<file path="config.mk">
export PLATFORM = sky130hd
export DESIGN_NAME = dcache_port_arbiter_flat
export DESIGN_NICKNAME = d
export VERILOG_FILES = /design/src/rtl/dcache_port_arbiter_pkg.sv /design/src/rtl/dcache_port_arbiter_if.sv /design/src/rtl/dcache_port_arbiter_pick.sv /design/src/rtl/dcache_port_arbiter.sv /design/src/flat_wrapper.sv
export SDC_FILE = /design/constraint.sdc
export NUM_CORES = 1
export LEC_CHECK = 0
export CORE_AREA = 2 2 174 176
export DETAILED_ROUTE_END_ITERATION = 6
export DIE_AREA = 0 0 176 178
export PLACE_DENSITY = 0.58
export SYNTH_ARGS = -nofsm -noshare
export SYNTH_HDL_FRONTEND = slang
export SYNTH_HIERARCHICAL = 1
export SYNTH_SLANG_ARGS = --single-unit
</file>
<file path="constraint.sdc">
create_clock -name clock -period 5.9 [get_ports clock]
set_input_delay 0.59 -clock clock [delete_from_list [all_inputs] [get_ports clock]]
set_output_delay 0.59 -clock clock [all_outputs]
set_load 0.005 [all_outputs]
</file>
<file path="src/rtl/dcache_port_arbiter_pkg.sv">
// Shared widths, starvation threshold and FSM state encoding for the D$ port arbiter.
// Imported by the interface, the picker and the top.
package dcache_port_arbiter_pkg;

    localparam int ARB_INDEX_W      = 19;
    localparam int ARB_DATA_W       = 64;
    localparam int ARB_STORE_STARVE = 4;

    typedef enum logic [1:0] {
        ARB_IDLE  = 2'd0,
        ARB_ISSUE = 2'd1,
        ARB_WAIT  = 2'd2,
        ARB_DONE  = 2'd3
    } arb_state_t;

endpackage

</file>
<file path="src/rtl/dcache_port_arbiter_if.sv">
// LSU load/store channels plus the single D$ request/response port.
// master = arbiter view, slave = LSU/D$ environment view.
interface dcache_port_arbiter_if
    import dcache_port_arbiter_pkg::*;
#(
    parameter int INDEX_W = ARB_INDEX_W,
    parameter int DATA_W  = ARB_DATA_W
);
    logic               opload_index_valid;
    logic [INDEX_W-1:0] opload_index;
    logic               opload_index_ready;
    logic [DATA_W-1:0]  opload_read_data;
    logic               opload_operation_done;

    logic               opstore_index_valid;
    logic [INDEX_W-1:0] opstore_index;
    logic [DATA_W-1:0]  opstore_write_data;
    logic [DATA_W-1:0]  opstore_write_mask;
    logic               opstore_index_ready;
    logic               opstore_operation_done;

    logic               mem_req_valid;
    logic               mem_req_ready;
    logic               mem_req_is_write;
    logic [INDEX_W-1:0] mem_req_index;
    logic [DATA_W-1:0]  mem_req_wdata;
    logic [DATA_W-1:0]  mem_req_wmask;
    logic               mem_resp_valid;
    logic [DATA_W-1:0]  mem_resp_rdata;

    modport master (
        input  opload_index_valid, opload_index,
        output opload_index_ready, opload_read_data, opload_operation_done,
        input  opstore_index_valid, opstore_index, opstore_write_data, opstore_write_mask,
        output opstore_index_ready, opstore_operation_done,
        output mem_req_valid, mem_req_is_write, mem_req_index, mem_req_wdata, mem_req_wmask,
        input  mem_req_ready, mem_resp_valid, mem_resp_rdata
    );

    modport slave (
        output opload_index_valid, opload_index,
        input  opload_index_ready, opload_read_data, opload_operation_done,
        output opstore_index_valid, opstore_index, opstore_write_data, opstore_write_mask,
        input  opstore_index_ready, opstore_operation_done,
        input  mem_req_valid, mem_req_is_write, mem_req_index, mem_req_wdata, mem_req_wmask,
        output mem_req_ready, mem_resp_valid, mem_resp_rdata
    );

endinterface

</file>
<file path="src/rtl/dcache_port_arbiter_pick.sv">
// Two-way load/store picker: load wins unless the store is alone or promoted.
// Purely combinational, zero latency; grants only go to a valid requester.
module mem_arb_pick (
    input  logic i_load_v,
    input  logic i_store_v,
    input  logic i_promote,
    output logic o_grant_load,
    output logic o_grant_store
);

    assign o_grant_store = i_store_v & (i_promote | ~i_load_v);
    assign o_grant_load  = i_load_v & ~o_grant_store;

endmodule

</file>
<file path="src/rtl/dcache_port_arbiter.sv">
// Shares one D$ port between LSU load and store channels, one op outstanding, store starvation guard.
// Accept T, mem_req T+1, done T+3 at best; holds request fields while mem_req_ready is low.
module dcache_port_arbiter
    import dcache_port_arbiter_pkg::*;
#(
    parameter int INDEX_W      = ARB_INDEX_W,
    parameter int DATA_W       = ARB_DATA_W,
    parameter int STORE_STARVE = ARB_STORE_STARVE
)(
    input  logic                  clock,
    input  logic                  reset_n,
    dcache_port_arbiter_if.master bus,
    output logic                  arb_busy
);

    localparam int CNT_W = $clog2(STORE_STARVE + 1);

    arb_state_t         r_state;
    arb_state_t         w_next_state;
    logic [CNT_W-1:0]   r_starve_cnt;
    logic [INDEX_W-1:0] r_index;
    logic [DATA_W-1:0]  r_wdata;
    logic [DATA_W-1:0]  r_wmask;
    logic [DATA_W-1:0]  r_rdata;
    logic               r_is_write;

    logic w_promote;
    logic w_grant_load;
    logic w_grant_store;
    logic w_idle;

    assign w_idle    = (r_state == ARB_IDLE);
    assign w_promote = (r_starve_cnt == CNT_W'(STORE_STARVE));

    mem_arb_pick u_pick (
        .i_load_v      (bus.opload_index_valid),
        .i_store_v     (bus.opstore_index_valid),
        .i_promote     (w_promote),
        .o_grant_load  (w_grant_load),
        .o_grant_store (w_grant_store)
    );

    always_ff @(posedge clock) begin
        if (!reset_n) begin
            r_state <= ARB_IDLE;
        end else begin
            r_state <= w_next_state;
        end
    end

    // Ready is only raised towards a valid requester, so a grant is always an accept.
    always_comb begin
        w_next_state               = r_state;
        bus.opload_index_ready     = 1'b0;
        bus.opstore_index_ready    = 1'b0;
        bus.mem_req_valid          = 1'b0;
        bus.opload_operation_done  = 1'b0;
        bus.opstore_operation_done = 1'b0;
        case (r_state)
            ARB_IDLE: begin
                bus.opload_index_ready  = w_grant_load;
                bus.opstore_index_ready = w_grant_store;
                if (w_grant_load || w_grant_store) begin
                    w_next_state = ARB_ISSUE;
                end
            end
            ARB_ISSUE: begin
                bus.mem_req_valid = 1'b1;
                if (bus.mem_req_ready) begin
                    w_next_state = ARB_WAIT;
                end
            end
            ARB_WAIT: begin
                if (bus.mem_resp_valid) begin
                    w_next_state = ARB_DONE;
                end
            end
            ARB_DONE: begin
                bus.opload_operation_done  = ~r_is_write;
                bus.opstore_operation_done = r_is_write;
                w_next_state               = ARB_IDLE;
            end
            default: begin
                w_next_state = ARB_IDLE;
            end
        endcase
    end

    always_ff @(posedge clock) begin
        if (!reset_n) begin
            r_starve_cnt <= '0;
            r_index      <= '0;
            r_wdata      <= '0;
            r_wmask      <= '0;
            r_rdata      <= '0;
            r_is_write   <= 1'b0;
        end else begin
            if (w_idle && w_grant_store) begin
                r_index      <= bus.opstore_index;
                r_wdata      <= bus.opstore_write_data;
                r_wmask      <= bus.opstore_write_mask;
                r_is_write   <= 1'b1;
                r_starve_cnt <= '0;
            end else if (w_idle && w_grant_load) begin
                r_index    <= bus.opload_index;
                r_wdata    <= '0;
                r_wmask    <= '0;
                r_is_write <= 1'b0;
                if (bus.opstore_index_valid && !w_promote) begin
                    r_starve_cnt <= r_starve_cnt + CNT_W'(1);
                end
            end
            if (r_state == ARB_WAIT && bus.mem_resp_valid && !r_is_write) begin
                r_rdata <= bus.mem_resp_rdata;
            end
        end
    end

    assign bus.mem_req_is_write = r_is_write;
    assign bus.mem_req_index    = r_index;
    assign bus.mem_req_wdata    = r_wdata;
    assign bus.mem_req_wmask    = r_wmask;
    assign bus.opload_read_data = r_rdata;
    assign arb_busy             = !w_idle;

    // A response with nothing outstanding means the D$ broke protocol.
    always_ff @(posedge clock) begin
        if (reset_n) begin
            assert (!(bus.mem_resp_valid && r_state != ARB_WAIT));
            assert (!(bus.opload_index_ready && bus.opstore_index_ready));
        end
    end

endmodule
</file>
<file path="src/flat_wrapper.sv">
// flat-port wrapper written by rule: the top's interface ports become plain ports
module dcache_port_arbiter_flat import dcache_port_arbiter_pkg::*;
#(
    parameter int INDEX_W      = ARB_INDEX_W,
    parameter int DATA_W       = ARB_DATA_W,
    parameter int STORE_STARVE = ARB_STORE_STARVE
)
  (clock, reset_n, arb_busy, bus_opload_index_valid, bus_opload_index, bus_opload_index_ready, bus_opload_read_data, bus_opload_operation_done, bus_opstore_index_valid, bus_opstore_index, bus_opstore_write_data, bus_opstore_write_mask, bus_opstore_index_ready, bus_opstore_operation_done, bus_mem_req_valid, bus_mem_req_is_write, bus_mem_req_index, bus_mem_req_wdata, bus_mem_req_wmask, bus_mem_req_ready, bus_mem_resp_valid, bus_mem_resp_rdata);
  dcache_port_arbiter_if #(.INDEX_W(INDEX_W), .DATA_W(DATA_W)) bus_i ();
  input  logic clock;
  input  logic reset_n;
  output logic arb_busy;
  input wire logic [$bits(bus_i.opload_index_valid)-1:0] bus_opload_index_valid;
  input wire logic [$bits(bus_i.opload_index)-1:0] bus_opload_index;
  output wire logic [$bits(bus_i.opload_index_ready)-1:0] bus_opload_index_ready;
  output wire logic [$bits(bus_i.opload_read_data)-1:0] bus_opload_read_data;
  output wire logic [$bits(bus_i.opload_operation_done)-1:0] bus_opload_operation_done;
  input wire logic [$bits(bus_i.opstore_index_valid)-1:0] bus_opstore_index_valid;
  input wire logic [$bits(bus_i.opstore_index)-1:0] bus_opstore_index;
  input wire logic [$bits(bus_i.opstore_write_data)-1:0] bus_opstore_write_data;
  input wire logic [$bits(bus_i.opstore_write_mask)-1:0] bus_opstore_write_mask;
  output wire logic [$bits(bus_i.opstore_index_ready)-1:0] bus_opstore_index_ready;
  output wire logic [$bits(bus_i.opstore_operation_done)-1:0] bus_opstore_operation_done;
  output wire logic [$bits(bus_i.mem_req_valid)-1:0] bus_mem_req_valid;
  output wire logic [$bits(bus_i.mem_req_is_write)-1:0] bus_mem_req_is_write;
  output wire logic [$bits(bus_i.mem_req_index)-1:0] bus_mem_req_index;
  output wire logic [$bits(bus_i.mem_req_wdata)-1:0] bus_mem_req_wdata;
  output wire logic [$bits(bus_i.mem_req_wmask)-1:0] bus_mem_req_wmask;
  input wire logic [$bits(bus_i.mem_req_ready)-1:0] bus_mem_req_ready;
  input wire logic [$bits(bus_i.mem_resp_valid)-1:0] bus_mem_resp_valid;
  input wire logic [$bits(bus_i.mem_resp_rdata)-1:0] bus_mem_resp_rdata;
  assign bus_i.opload_index_valid = bus_opload_index_valid;
  assign bus_i.opload_index = bus_opload_index;
  assign bus_opload_index_ready = bus_i.opload_index_ready;
  assign bus_opload_read_data = bus_i.opload_read_data;
  assign bus_opload_operation_done = bus_i.opload_operation_done;
  assign bus_i.opstore_index_valid = bus_opstore_index_valid;
  assign bus_i.opstore_index = bus_opstore_index;
  assign bus_i.opstore_write_data = bus_opstore_write_data;
  assign bus_i.opstore_write_mask = bus_opstore_write_mask;
  assign bus_opstore_index_ready = bus_i.opstore_index_ready;
  assign bus_opstore_operation_done = bus_i.opstore_operation_done;
  assign bus_mem_req_valid = bus_i.mem_req_valid;
  assign bus_mem_req_is_write = bus_i.mem_req_is_write;
  assign bus_mem_req_index = bus_i.mem_req_index;
  assign bus_mem_req_wdata = bus_i.mem_req_wdata;
  assign bus_mem_req_wmask = bus_i.mem_req_wmask;
  assign bus_i.mem_req_ready = bus_mem_req_ready;
  assign bus_i.mem_resp_valid = bus_mem_resp_valid;
  assign bus_i.mem_resp_rdata = bus_mem_resp_rdata;
  dcache_port_arbiter #(.INDEX_W(INDEX_W), .DATA_W(DATA_W), .STORE_STARVE(STORE_STARVE)) u_core (.clock(clock), .reset_n(reset_n), .bus(bus_i), .arb_busy(arb_busy));
endmodule
</file>
# After elaboration in Yosys (flattened, before gate mapping)
# Index checks and enable logic that the tools add are counted.
# Widths: inputs -> output; s select.
# totals
mem_bits_ro,0
output_inout_bits,218
register_bits,217
input_bits,236
n_memories,0
latch_bits,0
elab_cells,52
mem_bits_rw,0
# op_classes
eq_ne,7
mul,0
bitwise_logic,7
magnitude_cmp,0
n_addsub,1
mux,16
shifts,0
n_div,0
reduce_logical,14
# ops
op,n
$mux 64,3
$mux 19,2
$pmux 2 s4,1
$mux 1,7
$mux 2,3
$ne 2x2->1 const B,3
$logic_and 1x1->1,5
$eq 2x2->1 const B,2
$not 1->1,4
$add 3x1->3 const B,1
$eq 3x3->1 const B,1
$logic_not 1->1,3
$reduce_and 3->1,1
$and 1x1->1,2
$eq 2x1->1 const B,1
$logic_not 2->1,1
$reduce_and 2->1,1
$reduce_bool 2->1,1
$reduce_or 2->1,1
$logic_or 1x1->1,1
$or 1x1->1,1

# Logic depth before layout (Yosys ltp)
# Gate-level depths: netlist of run 1.
# logic_depth
word_depth,8
ltp_mapped,11
mapped_depth_nobuf,9

# Hierarchy
# The synthesis of run 1 kept the hierarchy.
# modules_own_cells
module,seq_area_each_um2,cells_per_inst,instances,area_per_inst_um2
dcache_port_arbiter,4344.2,839,1,8075.2
mem_arb_pick,0.0,3,1,18.8

# Worst setup path after synthesis of run 1
# No wires, ideal clock.
# synth_path
path_kind,register to output
start,register u_core.r_starve_cnt[0]
end,output port bus_opload_index_ready
t_required_ns,5.310
arrival_time_ns,1.469
path_slack_ns,3.841
path_stages_with_launch,8
n_path_buf,1
path_cell_list,dfxtp_1 > inv_1 > ha_1 > and2_1 > a21boi_0 > nand2_1 > inv_2 > buf_4
# synth_via
elab_chain_len,6
# synth_lines
item,line_no,text
start: declaration,dcache_port_arbiter.sv:20,logic [CNT_W-1:0] r_starve_cnt;
start signal: assignment,dcache_port_arbiter.sv:110,r_starve_cnt <= r_starve_cnt + CNT_W'(1);
$eq 3x3->1,dcache_port_arbiter.sv:33,assign w_promote = (r_starve_cnt == CNT_W'(STORE_STARVE));
named net u_core.w_promote,dcache_port_arbiter.sv:27,logic w_promote;
$or 1x1->1,dcache_port_arbiter_pick.sv:11,assign o_grant_store = i_store_v & (i_promote | ~i_load_v);
$and 1x1->1,dcache_port_arbiter_pick.sv:11,
$not 1->1,dcache_port_arbiter_pick.sv:12,assign o_grant_load = i_load_v & ~o_grant_store;
$and 1x1->1,dcache_port_arbiter_pick.sv:12,
named net u_core.w_grant_load,dcache_port_arbiter.sv:28,logic w_grant_load;
$mux 1,dcache_port_arbiter.sv:59,case (r_state)
end: declaration,flat_wrapper.sv:15,output wire logic [$bits(bus_i.opload_index_ready)-1:0] bus_opload_index_ready;
# The timed path passes the listed nets, and every way through them passes these cells.

# Worst setup path after layout of run 1
# Same ends and word-level chain as after synthesis.

==> impl_metrics.env, run 1 <==
export IMPL_yosysTopAreaCellShare_pct=53.7
export IMPL_run_status="finished clean"
export IMPL_syn_nets=1084
export IMPL_final_area_mm2=0.0137
export IMPL_gp_congestion=0.738
export IMPL_grt_pass1_vias=7320
export IMPL_period_needed_ns=3.76
export IMPL_hold_viol_final=0
export IMPL_path_buf_inv=3
export IMPL_viasPerCell=4.53
export IMPL_htree_levels=1
export IMPL_synth_seq_cells=217
export IMPL_drt_initial_drc_count=406
export IMPL_clockBufferDepth=3
export IMPL_yosysSeqAreaShare_pct=53.7
export IMPL_ys_warn_count=6
export IMPL_path_class="flop to output pin"
export IMPL_ys_types=26
export IMPL_ant_nets=0
export IMPL_worstReg2RegStart="u_core/r_starve_cnt[0]"
export IMPL_dr_pass1_iters=5
export IMPL_cap_violations=0
export IMPL_setup_viol=0
export IMPL_crit_chain="inv_1 -> ha_1 -> and2_1 -> a21boi_0 -> nand2_1 -> inv_2 -> clkdlybuf4s50_1"
export IMPL_worst_slew_pin_slew_ns=0.766
export IMPL_core_area_mm2=0.0294
export IMPL_worst_path_max_fanout=22
export IMPL_slew_headroom_pct=49.0
export IMPL_layout_drive_gt1_share_pct=3.92
export IMPL_cts_resized=0
export IMPL_crit_path_start_kind="flop"
export IMPL_reg2reg_depth=11
export IMPL_fmax_ghz=0.266
export IMPL_critPathTopFamily="buffers and inverters"
export IMPL_crit_arrival_ns=3.17
export IMPL_grt_ovfl_total=0
export IMPL_placed_cell_area_mm2=0.0129
export IMPL_dp_hpwl_um=19400
export IMPL_syn_area_mm2=0.00809
export IMPL_grt_pass1_wl_um=42100
export IMPL_vias=7537
export IMPL_drv_slew=0
export IMPL_hold_start="u_core/bus.opload_read_data[40]"
export IMPL_hold_slack_ns=0.463
export IMPL_grt_total_usage_pct=16.9
export IMPL_finalCritPeriodShare_pct=63.7
export IMPL_cp_depth=7
export IMPL_worst_r2r_setup_slack_ns=3.32
export IMPL_grt_max_degree=130
export IMPL_drt_total_wl_um=28600
export IMPL_synth_area_per_cell_um2=9.61
export IMPL_clkTransAtPathRegs_ns=0.06
export IMPL_leakagePower_uw=0.00467
export IMPL_power_density_mw_per_mm2=335
export IMPL_rsz0062_at_grt="no"
export IMPL_cts_root_buf="clkbuf_16"
export IMPL_critical_path_slowest_cell="clkdlybuf4s50_1"
export IMPL_synthTopCellsByArea="dfxtp_1 (54%), a22oi_1 (12%), nor2b_1 (10%), a21boi_0 (6.3%), nand2_1 (6.2%)"
export IMPL_initial_core_util_pct=27.5
export IMPL_portBuffers=453
export IMPL_dieArea_mm2=0.0313
export IMPL_ir_worst_vdd_v=0.000339
export IMPL_cts_buffers=26
export IMPL_cts_tree="built"
export IMPL_syn_inst=842
export IMPL_layout_setup_ws_ns=2.14
export IMPL_grt_antenna_before_repair=0
export IMPL_cts_setup_buffers=0
export IMPL_totalPowerFinal_uw=4570
export IMPL_num_fill_cells=2811
export IMPL_cts_hold_buf=0
export IMPL_dieHeight_um=178
export IMPL_critPathMaxStageDelay_ns=0.62
export IMPL_hp_class="flop to flop"
export IMPL_finClkSkew_ns=0.0131
export IMPL_crit_start="u_core/r_starve_cnt[0]"
export IMPL_final_cell_mix="clkdlybuf4s50_1 (452), dfxtp_1 (217), nand2_1 (133), nor2b_1 (131), a22oi_1 (128)"
export IMPL_required_ns=5.31
export IMPL_nets=1500
export IMPL_final_setup_tns_ns=0
export IMPL_cp_end_kind="output pin"
export IMPL_r2r_end="u_core/bus.mem_req_wmask[34]"
export IMPL_post_route_drc_count=0
export IMPL_wl_per_cell_um=17.2
export IMPL_synthToLayoutAreaGrowth_pct=68.9
export IMPL_cts_sinks=217
export IMPL_die_w_um=176
export IMPL_final_common_cell="clkdlybuf4s50_1"
export IMPL_io_pins=454
export IMPL_yosys_area_top_type="dfxtp_1"
export IMPL_preCtsSetupSlack_ns=2.38
export IMPL_insertion_delay_ns=0.53
export IMPL_critPathCapture="bus_opload_index_ready"
export IMPL_row_count=63
==> final cells by class <==
cell class / count / area [um2] / area share, %
timing repair buffer: 460 / 4610 / 33.7
sequential: 217 / 4340 / 31.8
multi-input combinational: 544 / 3400 / 24.9
clock buffer: 35 / 704 / 5.15
tap: 390 / 488 / 3.57
clock inverter: 9 / 81.3 / 0.595
inverter: 9 / 36.3 / 0.265
antenna: 1 / 2.50 / 0.0183
==> worst register-to-register path: cells and delay by family (launching register included) <==
family	cells	cell delay (ns)
buffers and inverters	5	0.84
flip-flops	1	0.32
adder cells (fa/ha/maj)	1	0.20
AND/OR/NAND/NOR	3	0.41
AO/OA/AOI/OAI	2	0.76
==> worst min path at each step <==
stage	endpoint	slack, ns	depth (start not counted)
6_report	u_core/bus.opload_read_data[40]	0.46	2
5_1_grt	u_core/bus.opload_read_data[36]	0.48	2
4_1_cts	u_core/bus.opload_read_data[33]	0.47	2
3_5_place_dp	u_core/bus.opload_read_data[33]	0.46	2
3_3_place_gp	u_core/bus.opload_read_data[34]	0.45	2
2_1_floorplan	u_core/bus.opload_read_data[62]	0.46	2
==> per-stage QoR <==
| step | cells | util, % |
|---|---|---|
| 2_1_floorplan | 842 | - |
| 3_3_place_gp | 1620 | 43.8 |
| 3_5_place_dp | 1620 | 43.8 |
| 4_1_cts | 1664 | 46.5 |
| 5_1_grt | 1664 | 46.5 |
| 6_report | 1665 | 46.5 |
==> cells in the mapped netlist, drive strengths merged <==
cell and n:
nor3 1, inv 9, nor2b 131, nand3 2, and2 3, a21oi 20
a221oi 1, clkbuf 32, nand2 133, a22oi 128, buf 40, dfxtp 217
nand3b 1, o21ai 22, o21a 2, a21boi 69, and3b 1, a21bo 1
o31a 2, ha 6, nor2 1, mux2i 20
==> sequential cells by signal, summed over array words and instances (netlist names) <==
name	cells
u_core/bus.mem_req_is_write	1
u_core/bus.mem_req_wdata	64
u_core/bus.opload_read_data	64
u_core/r_starve_cnt	3
u_core/bus.mem_req_index	19
u_core/bus.mem_req_wmask	64
u_core/r_state	2
==> cell families after synthesis <==
kind of cell	Yosys count	share of synthesized area [%]
AND/OR/NAND/NOR	273	17.0
AO/OA/AOI/OAI	245	21.5
flip-flops	217	53.7
buffers and inverters	81	4.47
multiplexers	20	2.47
adder cells (fa/ha/maj)	6	0.927
==> report_power, final <==
group / switching (uW) / total [uW] / internal (uW)
clock: 627 / 1500 / 876
combinational: 624 / 1320 / 696
sequential: 99.3 / 1750 / 1650
total: 1350 / 4570 / 3220
==> routing by layer <==
metal	share of wire [%]	up-vias	GRT usage, %	wire length [um]
met3	7.8	40	4.60	2230
met1	41	3484	20.2	11700
met2	49	288	29.5	14000
li1	-	3725	-	-
met4	2.2	0	5.13	637
met5	0	-	0	0
No activity file was read; power rests on OpenSTA's default activity.
==> inputs of run 2 (changes only) <==
--- a/config.mk
+++ b/config.mk
@@ -5,10 +5,10 @@
 export SDC_FILE = /design/constraint.sdc
 export NUM_CORES = 1
 export LEC_CHECK = 0
-export CORE_AREA = 2 2 174 176
+export CORE_AREA = 2 2 175 177
 export DETAILED_ROUTE_END_ITERATION = 6
-export DIE_AREA = 0 0 176 178
-export PLACE_DENSITY = 0.58
+export DIE_AREA = 0 0 177 179
+export PLACE_DENSITY = 0.59
 export SYNTH_ARGS = -nofsm -noshare
 export SYNTH_HDL_FRONTEND = slang
 export SYNTH_HIERARCHICAL = 1
==> constraint.sdc (replaced) <==
create_clock -name clock -period 3.35 [get_ports clock]
set_input_delay 0.335 -clock clock [delete_from_list [all_inputs] [get_ports clock]]
set_output_delay 0.335 -clock clock [all_outputs]
set_load 0.005 [all_outputs]
==> run 2 against run 1 <==
Effect of this change: worst setup slack got worse by 1.8 ns; global-route usage decreased by 0.77 points; sequential cell count unchanged; cell count increased by 0.36%; count of clock-buffer cells in the layout decreased by 1; power increased by 77%; sequential power increased by 76%; via count about the same; die area increased by 1.1%; critical path depth unchanged; non-clock buffer count increased by 4; largest power group unchanged.
==> impl_metrics.env, run 2 (same netlist as run 1, synthesis figures left out) <==
export IMPL_run_status="finished clean"
export IMPL_cp_end_kind="output pin"
export IMPL_totalPowerFinal_uw=8080
export IMPL_dp_cells=1630
export IMPL_holdPathStages=3
export IMPL_dr_pass1_iters=4
export IMPL_slew_headroom_pct=41.9
export IMPL_grt_pass1_wl_um=40800
export IMPL_wl_per_cell_um=16.7
export IMPL_drt_initial_drc_count=404
export IMPL_worst_path_max_fanout=6
export IMPL_final_common_cell="clkdlybuf4s50_1"
export IMPL_cts_resized=0
export IMPL_final_area_mm2=0.0137
export IMPL_cts_tree="built"
export IMPL_power_density_mw_per_mm2=589
export IMPL_leakagePower_uw=0.00471
export IMPL_insertion_delay_ns=0.52
export IMPL_nets=1503
export IMPL_dieArea_mm2=0.0317
export IMPL_hold_start="bus_mem_resp_rdata[12]"
export IMPL_crit_path_start_kind="flop"
export IMPL_final_setup_tns_ns=0
export IMPL_finClkSkew_ns=0.00975
export IMPL_synthToLayoutAreaGrowth_pct=69.7
export IMPL_cap_violations=0
export IMPL_worstHoldEndpoint="u_core/bus.opload_read_data[12]"
export IMPL_period_needed_ns=2.99
export IMPL_gp_congestion=0.754
export IMPL_grt_ovfl_total=0
export IMPL_reg2reg_depth=9
export IMPL_hold_viol_final=0
export IMPL_hp_class="input port to flop"
export IMPL_grt_total_usage_pct=16.1
export IMPL_finalCritPeriodShare_pct=89.3
export IMPL_cts_setup_buffers=0
export IMPL_layout_drive_gt1_share_pct=4.39
export IMPL_placed_cell_area_mm2=0.0129
export IMPL_post_route_drc_count=0
export IMPL_setup_viol=0
export IMPL_dieHeight_um=179
export IMPL_drv_slew=0
export IMPL_cts_buffers=25
export IMPL_rsz0062_at_grt="no"
export IMPL_worstReg2RegStart="u_core/r_starve_cnt[0]"
export IMPL_r2r_end="u_core/bus.mem_req_index[12]"
export IMPL_die_w_um=177
export IMPL_htree_levels=1
export IMPL_path_class="flop to output pin"
export IMPL_ant_nets=0
export IMPL_num_fill_cells=2913
export IMPL_io_pins=454
export IMPL_cts_root_buf="clkbuf_16"
export IMPL_hold_slack_ns=0.372
export IMPL_worst_slew_pin_slew_ns=0.872
export IMPL_dp_hpwl_um=19100
export IMPL_cts_sinks=217
export IMPL_grt_max_degree=124
export IMPL_required_ns=3.01
export IMPL_core_area_mm2=0.0300
export IMPL_vias=7544
export IMPL_row_count=64
export IMPL_grt_pass1_vias=7267
export IMPL_worst_r2r_setup_slack_ns=0.90
export IMPL_clkTransAtPathRegs_ns=0.06
export IMPL_diodes=0
export IMPL_portBuffers=453
export IMPL_initial_core_util_pct=27.0
export IMPL_fmax_ghz=0.334
export IMPL_viasPerCell=4.51
export IMPL_crit_arrival_ns=2.66
export IMPL_clockBufferDepth=3
export IMPL_drt_total_wl_um=27900
export IMPL_cts_hold_buf=0
export IMPL_grt_antenna_before_repair=0
export IMPL_ir_worst_vdd_v=0.000340
export IMPL_stdcell_count=1671
export IMPL_final_cell_mix="clkdlybuf4s50_1 (452), dfxtp_1 (217), nand2_1 (133), nor2b_1 (131), a22oi_1 (128)"
run 2: cell types whose count changed in the layout (fill, tap and decap cells not counted), sizes merged:
cell,change
clkbuf,-1
buf,+4
inv,+1
diode,-1
clkinv,-3
run 2: layout make-up:
type                            instances  area [um2]  area share (%)
Clock buffer                           34         729            5.31
Clock inverter                          7        63.8           0.465
Inverter                                9        36.3           0.264
Multi-Input combinational cell        544        3400            24.8
Sequential cell                       217        4340            31.6
Tap cell                              396         495            3.61
Timing Repair Buffer                  464        4660            34.0
run 2: how the worst max path moves through the flow:
stage | startpoint | depth (start not counted) | slack, ns | to
finish | u_core/r_starve_cnt[0] | 7 | 0.36 | bus_opload_index_ready
global route | u_core/r_starve_cnt[0] | 7 | 0.15 | bus_opload_index_ready
CTS | u_core/r_starve_cnt[0] | 7 | 0.32 | bus_opload_index_ready
detailed placement | bus_opstore_index_valid | 5 | 0.85 | bus_opload_index_ready
global placement | bus_opstore_index_valid | 5 | 0.88 | bus_opstore_index_ready
floorplan | u_core/r_starve_cnt[0] | 9 | 1.48 | u_core/bus.mem_req_index[10]
run 2: through the flow:
stage / worst slack (ns) / utilization (%)
after detailed placement: 0.848 / 43.1
after global placement: 0.883 / 43.1
after CTS: 0.325 / 45.7
after global routing: 0.146 / 45.7
after floorplan: 1.48 / -
final: 0.357 / 45.7
run 2: power breakdown:
group	total, uW	internal, uW	leakage, uW	switching, uW
Clock	2650	1580	0.000399	1070
Sequential	3080	2910	0.00176	172
Combinational	2350	1250	0.00255	1100
run 2: worst max-delay path: stages, from the launching register on:
cell and delay, ns:
dfxtp_1 0.34, inv_1 0.06, ha_1 0.23, and2_1 0.18
a21boi_0 0.43, nand2_1 0.26, inv_2 0.10, clkdlybuf4s50_1 0.53
run 2: layer usage:
layer	vias up	part of all wire (%)	routed length, um	track usage (%)
li1	3724	-	-	-
met4	0	2.0	551	4.30
met5	-	0	0	0
met1	3513	40	11300	19.2
met2	267	49	13800	28.1
met3	40	8.3	2330	4.90
